`src/rtl/md_sched.sv`:
```
// -----------------------------------------------------------------------------
// md_sched -- multiply/divide scheduler for the 5-stage MIPS core.
//
// Sits beside decode. Accepts MULT/MULTU/DIV/DIVU issues, drives a shared
// fixed-latency multiplier (MUL_LAT edges from accept to product capture) and
// a handshaked iterative divider, owns the architectural HI/LO registers and
// requests a decode stall while a HI/LO consumer or a new mult/div would
// collide with an in-flight operation.
//
// Ports:
//   clk, reset            core clock, asynchronous active-high reset
//   de_md_req             decode holds a mult/div (raw, not stall-masked)
//   de_hilo_read          decode holds an MFHI/MFLO
//   de_mult_en/de_div_en  stall-masked issue strobes
//   de_is_signed          signed operation
//   de_MD_src1/2          forwarded rs / rt operands
//   wb_hilo_we/wdata      MTHI ([1]) / MTLO ([0]) write from WB
//   mul_*                 multiplier start/operands, product {hi,lo} input
//   div_*                 divider start/operands, done pulse and results
//   md_busy               an operation is in flight
//   md_stall              stall request to decode
//   hi_out, lo_out        HI/LO registers
// -----------------------------------------------------------------------------
module md_sched #(
  parameter int unsigned MUL_LAT = 4
) (
  input  logic        clk,
  input  logic        reset,
  input  logic        de_md_req,
  input  logic        de_hilo_read,
  input  logic        de_mult_en,
  input  logic        de_div_en,
  input  logic        de_is_signed,
  input  logic [31:0] de_MD_src1,
  input  logic [31:0] de_MD_src2,
  input  logic [1:0]  wb_hilo_we,
  input  logic [31:0] wb_hilo_wdata,
  output logic        mul_start,
  output logic        mul_signed,
  output logic [31:0] mul_a,
  output logic [31:0] mul_b,
  input  logic [63:0] mul_result,
  output logic        div_start,
  output logic        div_signed,
  output logic [31:0] div_a,
  output logic [31:0] div_b,
  input  logic        div_done,
  input  logic [31:0] div_quot,
  input  logic [31:0] div_rem,
  output logic        md_busy,
  output logic        md_stall,
  output logic [31:0] hi_out,
  output logic [31:0] lo_out
);

  typedef enum logic [1:0] {IDLE, MUL, DIV} state_t;

  // cnt holds (edges since accept - 1) while in MUL, so the capture edge is
  // the one where cnt reaches MUL_LAT-1.
  localparam logic [3:0] LAST_CNT = 4'(MUL_LAT - 1);

  state_t     state, state_nxt;
  logic [3:0] cnt;
  logic       mul_accept, div_accept;
  logic       mul_capture, div_capture;

  // NOTE: every signal written here gets a default first, so no path through
  // the case statement can leave one unassigned and infer a latch.
  always_comb begin
    state_nxt   = state;
    mul_accept  = 1'b0;
    div_accept  = 1'b0;
    mul_capture = 1'b0;
    div_capture = 1'b0;
    case (state)
      IDLE: begin
        if (de_mult_en) begin
          mul_accept = 1'b1;
          state_nxt  = MUL;
        end else if (de_div_en && (de_MD_src2 != 32'd0)) begin
          // A divide by zero is dropped here: no start, HI/LO untouched.
          div_accept = 1'b1;
          state_nxt  = DIV;
        end
      end
      MUL: begin
        if (cnt == LAST_CNT) begin
          mul_capture = 1'b1;
          state_nxt   = IDLE;
        end
      end
      DIV: begin
        if (div_done) begin
          div_capture = 1'b1;
          state_nxt   = IDLE;
        end
      end
      default: state_nxt = IDLE;
    endcase
  end

  // NOTE: sequential state uses non-blocking assignments so every register
  // samples the pre-edge values regardless of statement order.
  always_ff @(posedge clk or posedge reset) begin
    if (reset) state <= IDLE;
    else       state <= state_nxt;
  end

  // Start pulses are registered: high only in the first cycle of MUL / DIV.
  // Operands and signed flags load on accept and hold until back in IDLE.
  always_ff @(posedge clk or posedge reset) begin
    if (reset) begin
      cnt        <= 4'd0;
      mul_start  <= 1'b0;
      mul_signed <= 1'b0;
      mul_a      <= 32'd0;
      mul_b      <= 32'd0;
      div_start  <= 1'b0;
      div_signed <= 1'b0;
      div_a      <= 32'd0;
      div_b      <= 32'd0;
    end else begin
      mul_start <= mul_accept;
      div_start <= div_accept;
      if (mul_accept) begin
        cnt        <= 4'd0;
        mul_signed <= de_is_signed;
        mul_a      <= de_MD_src1;
        mul_b      <= de_MD_src2;
      end else if (state == MUL) begin
        cnt <= cnt + 4'd1;
      end
      if (div_accept) begin
        div_signed <= de_is_signed;
        div_a      <= de_MD_src1;
        div_b      <= de_MD_src2;
      end
    end
  end

  // A completion capture overrides a same-edge MTHI/MTLO for both halves.
  always_ff @(posedge clk or posedge reset) begin
    if (reset) begin
      hi_out <= 32'd0;
      lo_out <= 32'd0;
    end else if (mul_capture) begin
      hi_out <= mul_result[63:32];
      lo_out <= mul_result[31:0];
    end else if (div_capture) begin
      hi_out <= div_rem;
      lo_out <= div_quot;
    end else begin
      if (wb_hilo_we[1]) hi_out <= wb_hilo_wdata;
      if (wb_hilo_we[0]) lo_out <= wb_hilo_wdata;
    end
  end

  // Stall depends only on registered state and raw decode inputs, never on
  // the stall-masked enables, so there is no combinational loop.
  assign md_busy  = (state != IDLE);
  assign md_stall = md_busy & (de_md_req | de_hilo_read);

endmodule

```
`config.mk`:
```
export PLATFORM = sky130hd
export DESIGN_NAME = md_sched
export DESIGN_NICKNAME = d
export VERILOG_FILES = /design/src/rtl/md_sched.sv
export SDC_FILE = /design/constraint.sdc
export NUM_CORES = 1
export LEC_CHECK = 0
export CAP_MARGIN = 10
export CELL_PAD_IN_SITES_DETAIL_PLACEMENT = 1
export CELL_PAD_IN_SITES_GLOBAL_PLACEMENT = 1
export CORE_ASPECT_RATIO = 2
export CORE_MARGIN = 1
export CORE_UTILIZATION = 27
export CTS_CLUSTER_DIAMETER = 50
export DETAILED_ROUTE_END_ITERATION = 10
export GPL_TIMING_DRIVEN = 0
export PLACE_DENSITY = 0.85
export SYNTH_ARGS = -nofsm -noshare
export SYNTH_HDL_FRONTEND = slang
export SYNTH_SLANG_ARGS = --single-unit
```
`constraint.sdc`:
```
create_clock -name clk -period 6.91 [get_ports clk]
set_input_delay 1.0365 -clock clk [delete_from_list [all_inputs] [get_ports clk]]
set_output_delay 1.0365 -clock clk [all_outputs]
set_load 0.01 [all_outputs]
```
==> summary.md, run 1 <==
| Metric | Value |
|---|---|
| Outcome | finished clean |
| Die H | 256 um |
| Clock root buffer | clkbuf_16 |
| Inst Count DP | 1595 |
| Setup_tns | 0 ns |
| Async SR Flop Fraction | 1.00 |
| Vias | 7780 |
| Worst EP required | 5.87 ns |
| Final cycle utilization of the critical path | 0.468 |
| First-pass GRT wire length | 54.6 mm |
| DR pass1 iterations | 4 |
| Cts hold-fix bufs | 0 |
| Sequential area share after synthesis | 0.578 |
| Fin worst setup slack | 3.68 ns |
| Initial DRC Count | 241 |
| Worst hold path type | reg -> reg |
| Commonest non-fill, non-tap cell in the layout | clkdlybuf4s50_1 |
| WL/cell | 22.6 um |
| Vias per cell | 4.77 |
| Layout cells sized above 1 | 0.128 |
| Vias in the first global route | 9135 |
| Share of total power in the clock network | 0.197 |
| Post-CTS Setup Repair Bufs | 0 |
| Mapped cell area | 8740 um2 |
| Hpwl dp | 29.3 mm |
| Antenna Nets Post-Route | 0 |
| Max rail drop VDD | 299 uV |
| EDFF count, synth | 0 |
| Post-synthesis net count | 977 |
| Initial antenna violation count | 1 |
| Die X | 129 um |
| Relative max-transition margin | 0.481 |
| Psw | 0.00201 W |
| Die footprint | 33200 um2 |
| P per Cell Area | 425 nW/um2 |
| Minimum clock period | 3.23 ns |
| Syn Area/Cell | 11.8 um2 |
| Total track usage | 0.223 |
| Clock transition at path regs | 0.06 ns |
| YS warnings | 0 |
| GR Overflow Total | 0 |
| RSZ-0062 raised after global routing | no |
| Placed inst area | 13600 um2 |
| Register share of total power | 0.348 |
| Routed WL | 36.9 mm |
| Residual DRC | 0 |
| Layout Cells excl Fill | 1631 |
| # H-tree levels | 1 |
| Worst skew pair latency | 0.51 ns |
| Worst-margin pin slew | 0.778 ns |
| Leakage power | 6.01 nW |
| Setup CP Type | in -> out |
| Rows | 92 |
| IO Port Bufs | 429 |
| Setup violations, final | 0 |
| I/O Pins | 432 |
| Most frequent cells in the layout | 429 x clkdlybuf4s50_1, 202 x dfrtp_1, 134 x o21ai_0 |
| CP Max Fanout | 1 |
| F_max | 310 MHz |
| Sw Share | 0.331 |
| Worst Setup End Kind | output port |
| Hold Vio Cnt, Final | 0 |
| Core area | 31700 um2 |
| Ys flop type | dfrtp_1 |
| Cell-internal power | 0.00408 W |
| CTS sink cnt | 202 |
| Maxcap violations | 0 |
| Design area | 14300 um2 |
| Total CTS buffers | 21 |
| CTS resizes | 0 |
| NumNets Final | 1430 |
| Yosys reg bits | 202 |
| Setup WS pre-CTS | 3.18 ns |
| Syn Inst Count | 742 |
| Synth-to-Final Area Change | 63.8% |
| Initial Utilization | 0.276 |
| Post-synthesis cell type count | 23 |
| Largest net degree at the start of global routing | 125 |
| Final Wtd Congestion | 0.849 |
| Bufs on Longest Clock Path | 3 |
| Tot Pwr | 0.00609 W |
| TritonCTS clock tree | built |
| Comb pwr share | 0.455 |
| Max Slew Vio Count | 0 |
| Critical Path Start Type | input port |
| CP Data Arrival Time | 2.19 ns |
| Skew final | 0.0117 ns |
power by group through the flow:
stage          clock network, W  registers [W]  logic, W
6_report                0.00120        0.00212   0.00277
5_1_grt                 0.00128        0.00218   0.00295
4_1_cts                 0.00125        0.00211   0.00281
3_5_place_dp                  0        0.00213   0.00279
3_3_place_gp                  0        0.00208   0.00270
2_1_floorplan                 0        0.00236  0.000798
critical path, cell delays in order:
cell and delay, ns:
clkdlybuf4s50_1 0.45, nor2_1 0.05, nor2_1 0.11, clkdlybuf4s50_1 0.55
synth_stat cells (2+ instances only):
master / number / area, um2
buf_1: 3 / 11.3
clkbuf_1: 30 / 113
nand2b_1: 2 / 12.5
buf_6: 3 / 33.8
nor2_1: 3 / 11.3
nand4_1: 2 / 12.5
inv_1: 6 / 22.5
mux2i_1: 64 / 641
nand3_1: 5 / 25.0
o21ai_0: 134 / 671
nand2_1: 129 / 484
buf_2: 13 / 65.1
nor4_1: 8 / 50.1
mux2_2: 102 / 1150
nand3b_1: 2 / 15.0
dfrtp_1: 202 / 5050
mux2_1: 28 / 315
metrics by stage:
| step | hold slack [ns] | utilization |
|---|---|---|
| finish | 0.492 | 0.452 |
| global route | 0.508 | 0.452 |
| CTS | 0.497 | 0.452 |
| detailed placement | 0.483 | 0.430 |
| global placement | 0.473 | 0.429 |
| floorplan | 0.480 | - |
per-layer routing:
metal,up-vias,global-route usage,share of wire
li1,3488,-,-
met1,3838,0.186,0.29
met2,356,0.456,0.58
met3,98,0.0509,0.077
met4,0,0.120,0.053
met5,-,0,0
layout make-up:
cell class                      count  area [um2]
Antenna cell                        1        2.50
Clock inverter                      8         128
Inverter                            6        30.0
Clock buffer                       27         588
Fill cell                        3449       17300
Multi-Input combinational cell    484        3440
Buffer                             50         230
Tap cell                          423         529
Timing Repair Buffer              430        4320
Sequential cell                   202        5050
logic make-up after synthesis:
logic type | Yosys count | synth area share
AOI/OAI and AO/OA | 135 | 0.0784
xor gates and xnor gates | 1 | 0.00100
adders and majority gates | 1 | 0.00143
buffers and inverters | 56 | 0.0289
DFF | 202 | 0.578
muxes | 194 | 0.241
and+or+nand+nor | 153 | 0.0714
state kept, by name, summed over array words and instances (netlist names):
| name | count |
|---|---|
| div_a | 32 |
| div_b | 32 |
| hi_out | 32 |
| lo_out | 32 |
| mul_a | 32 |
| mul_b | 32 |
| cnt | 4 |
| state | 2 |
| div_signed | 1 |
| div_start | 1 |
| mul_signed | 1 |
| mul_start | 1 |
final timing paths:
kind,end,slack [ns],cells past startpoint,from
worst min register to register,div_b[1],0.49,1,div_b[1]
worst min-delay path,div_b[1],0.49,1,div_b[1]
worst max-delay path,md_stall,3.68,4,de_hilo_read
worst max register to register,hi_out[0],4.59,7,cnt[0]
min in group asynchronous,mul_b[9],1.01,2,reset
max in group asynchronous,div_a[10],4.82,3,reset
Power figures use the tool's default switching activity.
==> run 2, diff against run 1 <==
Clock period 6.91 ns to 2.9 ns, I/O delays scaled along.
==> run 2 against run 1 <==
Compared with the run above: combinational power increased by 140%; clock power grew to 2.6 times the previous value; highest routed layer unchanged; die area unchanged; largest cell class unchanged; first-iteration DRC count decreased by 24%; cell area is 0.93% higher; final cell count increased by 0.37%; global-route usage is 0.49 points higher.
==> summary.md, run 2 (same netlist as run 1, synthesis figures left out) <==
| Metric | Value |
|---|---|
| Outcome | finished clean |
| Setup CP Type | in -> reg |
| Residual DRC | 0 (unchanged) |
| Total track usage | 0.228 (+0.00495) |
| Initial Utilization | 0.276 (unchanged) |
| Fin util | 0.457 (+0.00419) |
| I/O Pins | 432 (unchanged) |
| Critical Path Start Type | input port |
| Synth-to-Final Area Change | 65.3% |
| Minimum clock period | 2.51 ns |
| Setup WS pre-CTS | -0.285 ns (-3.47 ns) |
| Final Wtd Congestion | 0.846 (-0.37%) |
| CTS sink cnt | 202 (unchanged) |
| Die footprint | 33200 um2 (unchanged) |
| Core area | 31700 um2 (unchanged) |
| Bufs on Longest Clock Path | 3 (unchanged) |
| Die H | 256 um (unchanged) |
| Filler cells | 3401 (-1.4%) |
| Worst skew pair latency | 0.50 ns (about the same) |
| Inst Count DP | 1599 (+0.25%) |
| Worst hold path type | in -> async |
| CTS resizes | 0 (unchanged) |
| Tot Pwr | 0.0148 W (+140%) |
| F_max | 399 MHz |
| IO Port Bufs | 429 (unchanged) |
| Initial DRC Count | 184 (-24%) |
| Maxcap violations | 0 (unchanged) |
| # H-tree levels | 1 (unchanged) |
| Die X | 129 um (unchanged) |
| Skew final | 0.00710 ns (-0.00465 ns) |
| CP Data Arrival Time | 2.89 ns (+0.70 ns) |
| Max rail drop VDD | 701 uV (+130%) |
| Relative max-transition margin | 0.420 (-0.0612) |
| Clock transition at path regs | 0.07 ns (about the same) |
| TritonCTS clock tree | built |
| First-pass GRT wire length | 55.7 mm (+2.1%) |
| Largest net degree at the start of global routing | 40 (-68%) |
| Leakage power | 6.07 nW (+0.97%) |
| Clock root buffer | clkbuf_16 |
| CP Max Fanout | 10 (+9) |
| Cts hold-fix bufs | 0 (unchanged) |
| Worst Setup End Kind | flip-flop |
| Commonest non-fill, non-tap cell in the layout | clkdlybuf4s50_1 |
| Vias in the first global route | 9400 (+2.9%) |
| RSZ-0062 raised after global routing | no |
| Vias | 7854 (+0.95%) |
| Setup violations, final | 0 (unchanged) |
| Worst-margin pin slew | 0.870 ns (+0.0918 ns) |
| Max Slew Vio Count | 0 (unchanged) |
| Fin worst setup slack | 0.391 ns (-3.29 ns) |
| Initial antenna violation count | 1 (unchanged) |
| Routed WL | 37.6 mm (+1.7%) |
| Layout Cells excl Fill | 1637 (+0.37%) |
| Hold Vio Cnt, Final | 0 (unchanged) |
| Layout cells sized above 1 | 0.131 (+0.00266) |
| WL/cell | 22.9 um (+1.4%) |
| Rows | 92 (unchanged) |
| Antenna Nets Post-Route | 0 (unchanged) |
| Post-CTS Setup Repair Bufs | 0 (unchanged) |
| DR pass1 iterations | 4 (unchanged) |
| GR Overflow Total | 0 (unchanged) |
| P per Cell Area | 1020 nW/um2 (+140%) |
| Most frequent cells in the layout | 429 x clkdlybuf4s50_1, 202 x dfrtp_1, 134 x o21ai_0 |
| Worst EP required | 3.28 ns (-2.59 ns) |
| Final cycle utilization of the critical path | 0.865 |
| Vias per cell | 4.80 (+0.58%) |
| NumNets Final | 1434 (+0.28%) |
| Hpwl dp | 29.7 mm (+1.4%) |
| Total CTS buffers | 21 (unchanged) |
## run 2: cell types whose count changed in the layout (fill, tap and decap cells not counted), sizes merged
cell,change
clkinv,-2
clkbuf,+3
bufinv,+2
inv,-1
buf,+4
## run 2: through the flow
stage                     setup TNS, ns  hold slack [ns]  instance area [um2]
final                                 0            0.382                14500
after global routing                  0            0.418                14500
after CTS                             0            0.372                14500
after detailed placement         -12.74            0.484                13700
after global placement          -392.37            0.473                13600
after floorplan                  -30.56            0.480                 8750
## run 2: where the power goes
| group | leakage, nW | total [W] | internal (W) | switching, W |
|---|---|---|---|---|
| clock | 0.381 | 0.00310 | 0.00192 | 0.00119 |
| combinational | 3.30 | 0.00665 | 0.00379 | 0.00287 |
| sequential | 2.39 | 0.00504 | 0.00423 | 0.000804 |
| total | 6.07 | 0.0148 | 0.00993 | 0.00486 |
## run 2: cell type report
class | count | area [um2] | area share
clock inverter | 7 | 170 | 0.0118
tap | 423 | 529 | 0.0366
timing repair buffer | 434 | 4390 | 0.304
inverter | 6 | 26.3 | 0.00182
multi-input combinational | 484 | 3440 | 0.238
clock buffer | 30 | 609 | 0.0422
buffer | 50 | 230 | 0.0159
antenna | 1 | 2.50 | 0.000173
sequential | 202 | 5050 | 0.350
## run 2: worst max-delay path: stages
cell and delay, ns:
clkdlybuf4s50_1 0.46, nor4_1 0.52, nand4_1 0.28, o2111ai_2 0.35, buf_4 0.28, buf_6 0.20, mux2_1 0.35
## run 2: path summary, 6_finish.rpt
| kind | start | endpoint | depth (start not counted) | slack, ns |
|---|---|---|---|---|
| setup / recovery | de_MD_src2[25] | div_b[20] | 7 | 0.39 |
| hold / removal | reset | mul_b[0] | 2 | 0.38 |
| setup reg to reg | cnt[0] | lo_out[15] | 7 | 0.62 |
| hold reg to reg | div_b[27] | div_b[27] | 1 | 0.49 |
| max in group asynchronous | reset | div_a[8] | 5 | 1.35 |
| min in group clk | mul_result[9] | lo_out[9] | 3 | 0.48 |
## run 2: routing by layer
layer | vias to the layer above | GRT usage | wire (um)
met2 | 378 | 0.448 | 21000
met1 | 3863 | 0.189 | 10900
met5 | - | 0 | 0
met4 | 0 | 0.156 | 2760
li1 | 3492 | - | -
met3 | 121 | 0.0578 | 2940
==> run 3, diff against run 2 <==
Clock period 2.9 ns to 2 ns, I/O delays scaled along.
==> run 3 against run 2 <==
Compared with the run above: the run now ends with negative setup slack left; hold slack worse by 0.23 ns; first-iteration DRC count is 17% higher; count of clock-buffer cells in the layout unchanged; combinational power grew 48%; critical path type unchanged; largest cell class unchanged; largest power group unchanged; highest routed layer unchanged.
==> summary.md, run 3 (same netlist as run 1, synthesis figures left out) <==
| Metric | Value |
|---|---|
| CP Data Arrival Time | 2.41 ns (-0.48 ns) |
| F_max | 493 MHz |
| Fin util | 0.464 (+0.00743) |
| Initial Utilization | 0.276 (unchanged) |
| Worst hold path type | in -> reg |
| Outcome | complete, but fails checks |
| Die footprint | 33200 um2 (unchanged) |
| WL/cell | 23.0 um (+0.33%) |
| CP Max Fanout | 7 (-3) |
| Cell-internal power | 0.0145 W (+46%) |
| Psw | 0.00712 W (+47%) |
| Final cycle utilization of the critical path | 1.02 |
| Hpwl dp | 29.7 mm (unchanged) |
| Placed inst area | 13700 um2 (unchanged) |
| Vias | 7923 (+0.88%) |
| Worst Setup End Kind | flip-flop |
| TritonCTS clock tree | built |
| Cts hold-fix bufs | 0 (unchanged) |
| Critical Path Start Type | input port |
| # H-tree levels | 1 (unchanged) |
| Leakage power | 6.30 nW (+3.8%) |
| NumNets Final | 1441 (+0.49%) |
| Setup violations, final | 3 (+3) |
| Commonest non-fill, non-tap cell in the layout | clkdlybuf4s50_1 |
| IO Port Bufs | 429 (unchanged) |
| Comb pwr share | 0.453 (+0.003) |
| Sw Share | 0.329 (+0.000547) |
| Fin worst setup slack | -0.0303 ns (-0.421 ns) |
| Max rail drop VDD | 945 uV (+35%) |
| Antenna Nets Post-Route | 0 (unchanged) |
| Clock transition at path regs | 0.06 ns (about the same) |
| Worst-margin pin slew | 0.702 ns (-0.168 ns) |
| Minimum clock period | 2.03 ns |
| Max Slew Vio Count | 0 (unchanged) |
| Initial DRC Count | 216 (+17%) |
| I/O Pins | 432 (unchanged) |
| Final Wtd Congestion | 0.846 (unchanged) |
| DR pass1 iterations | 4 (unchanged) |
| Vias in the first global route | 9449 (+0.52%) |
| Core area | 31700 um2 (unchanged) |
| Share of total power in the clock network | 0.209 (about the same) |
| Total CTS buffers | 21 (unchanged) |
| Layout Cells excl Fill | 1645 (+0.49%) |
| Hold Vio Cnt, Final | 0 (unchanged) |
| Die X | 129 um (unchanged) |
| GR Overflow Total | 0 (unchanged) |
| Residual DRC | 0 (unchanged) |
| Rows | 92 (unchanged) |
| Skew final | 0.00681 ns (-0.000289 ns) |
| Fin Hold WS | 0.152 ns (-0.229 ns) |
| Maxcap violations | 0 (unchanged) |
| Layout cells sized above 1 | 0.168 (+0.0370) |
| Design area | 14700 um2 (+1.6%) |
| Routed WL | 37.9 mm (+0.82%) |
| Clock root buffer | clkbuf_16 |
| Synth-to-Final Area Change | 68.0% |
| First-pass GRT wire length | 55.9 mm (+0.36%) |
| Most frequent cells in the layout | 412 x clkdlybuf4s50_1, 201 x dfrtp_1, 134 x o21ai_0 |
| Bufs on Longest Clock Path | 3 (unchanged) |
| Vias per cell | 4.82 (+0.39%) |
| Failing checks | negative setup slack |
| Register share of total power | 0.338 (-0.003) |
| Worst skew pair latency | 0.50 ns (about the same) |
| RSZ-0062 raised after global routing | yes |
| Initial antenna violation count | 2 (+1) |
| Setup CP Type | in -> reg |
| Inst Count DP | 1599 (unchanged) |
| Die H | 256 um (unchanged) |
| P per Cell Area | 1470 nW/um2 (+44%) |
| CTS sink cnt | 202 (unchanged) |
| Relative max-transition margin | 0.531 (+0.111) |
| Worst EP required | 2.38 ns (-0.90 ns) |
| Largest net degree at the start of global routing | 40 (unchanged) |
| Total track usage | 0.229 (+0.000971) |
run 3: cell count changes in the layout (fill, tap and decap cells not counted), sizes merged:
cell	delta
clkbuf	+2
buf	+5
diode	+1
clkdlybuf4s50	-17
dlymetal6s2s	+9
dlygate4sd2	+8
run 3: what timing repair did:
| action | 4_1_cts | 5_1_grt |
|---|---|---|
| resized for setup | 54 | 27 |
| setup endpoints to repair | 190 | 138 |
| pin swaps | 8 | 9 |
| setup buffers | 6 | 1 |
run 3: path summary, 6_finish.rpt:
kind / startpoint / end / slack, ns / cells after the start
max: de_MD_src2[24] / div_a[31] / -0.03 / 8
min: de_MD_src2[0] / div_b[0] / 0.15 / 2
max reg2reg: state[0] / div_b[20] / 0.14 / 8
min reg2reg: div_b[0] / div_b[0] / 0.49 / 1
max in group asynchronous: reset / mul_a[1] / 0.58 / 5
min in group asynchronous: reset / mul_b[0] / 0.25 / 2
run 3: through the flow:
| stage | setup WS [ns] | setup TNS (ns) | power (W) |
|---|---|---|---|
| final | -0.0303 | -0.0433 | 0.0216 |
| after global routing | -0.0749 | -1.87 | 0.0228 |
| after CTS | 0.000627 | 0 | 0.0219 |
| after detailed placement | -1.05 | -95.76 | 0.0170 |
| after global placement | -2.68 | -624.69 | 0.0165 |
| after floorplan | -0.916 | -185.09 | 0.0109 |
run 3: layout make-up:
class | instances | area, um2
antenna | 2 | 5.00
clock inverter | 7 | 170
buffer | 50 | 319
sequential | 202 | 5060
inverter | 6 | 26.3
clock buffer | 30 | 609
fill | 3388 | 17000
tap | 423 | 529
timing repair buffer | 441 | 4460
multi-input combinational | 484 | 3510
run 3: routing by layer:
metal / up-vias / share of wire / global-route usage
met5: - / 0 / 0
met4: 0 / 0.072 / 0.154
met3: 118 / 0.078 / 0.0580
met2: 381 / 0.56 / 0.451
met1: 3908 / 0.29 / 0.190
li1: 3516 / - / -
run 3: power by group through the flow:
stage               logic, W  registers, W  clock network (W)
floorplan            0.00276       0.00814                  0
detailed placement   0.00969       0.00733                  0
global route          0.0104       0.00755            0.00477
global placement     0.00937       0.00717                  0
CTS                  0.00989       0.00731            0.00466
finish               0.00981       0.00732            0.00451
run 3: critical path, stage by stage:
cell and delay (ns):
clkdlybuf4s50_1 0.46, nor4_1 0.32, nand4_1 0.23, o2111ai_2 0.28, buf_4 0.15, buf_6 0.15
buf_4 0.16, mux2_2 0.35
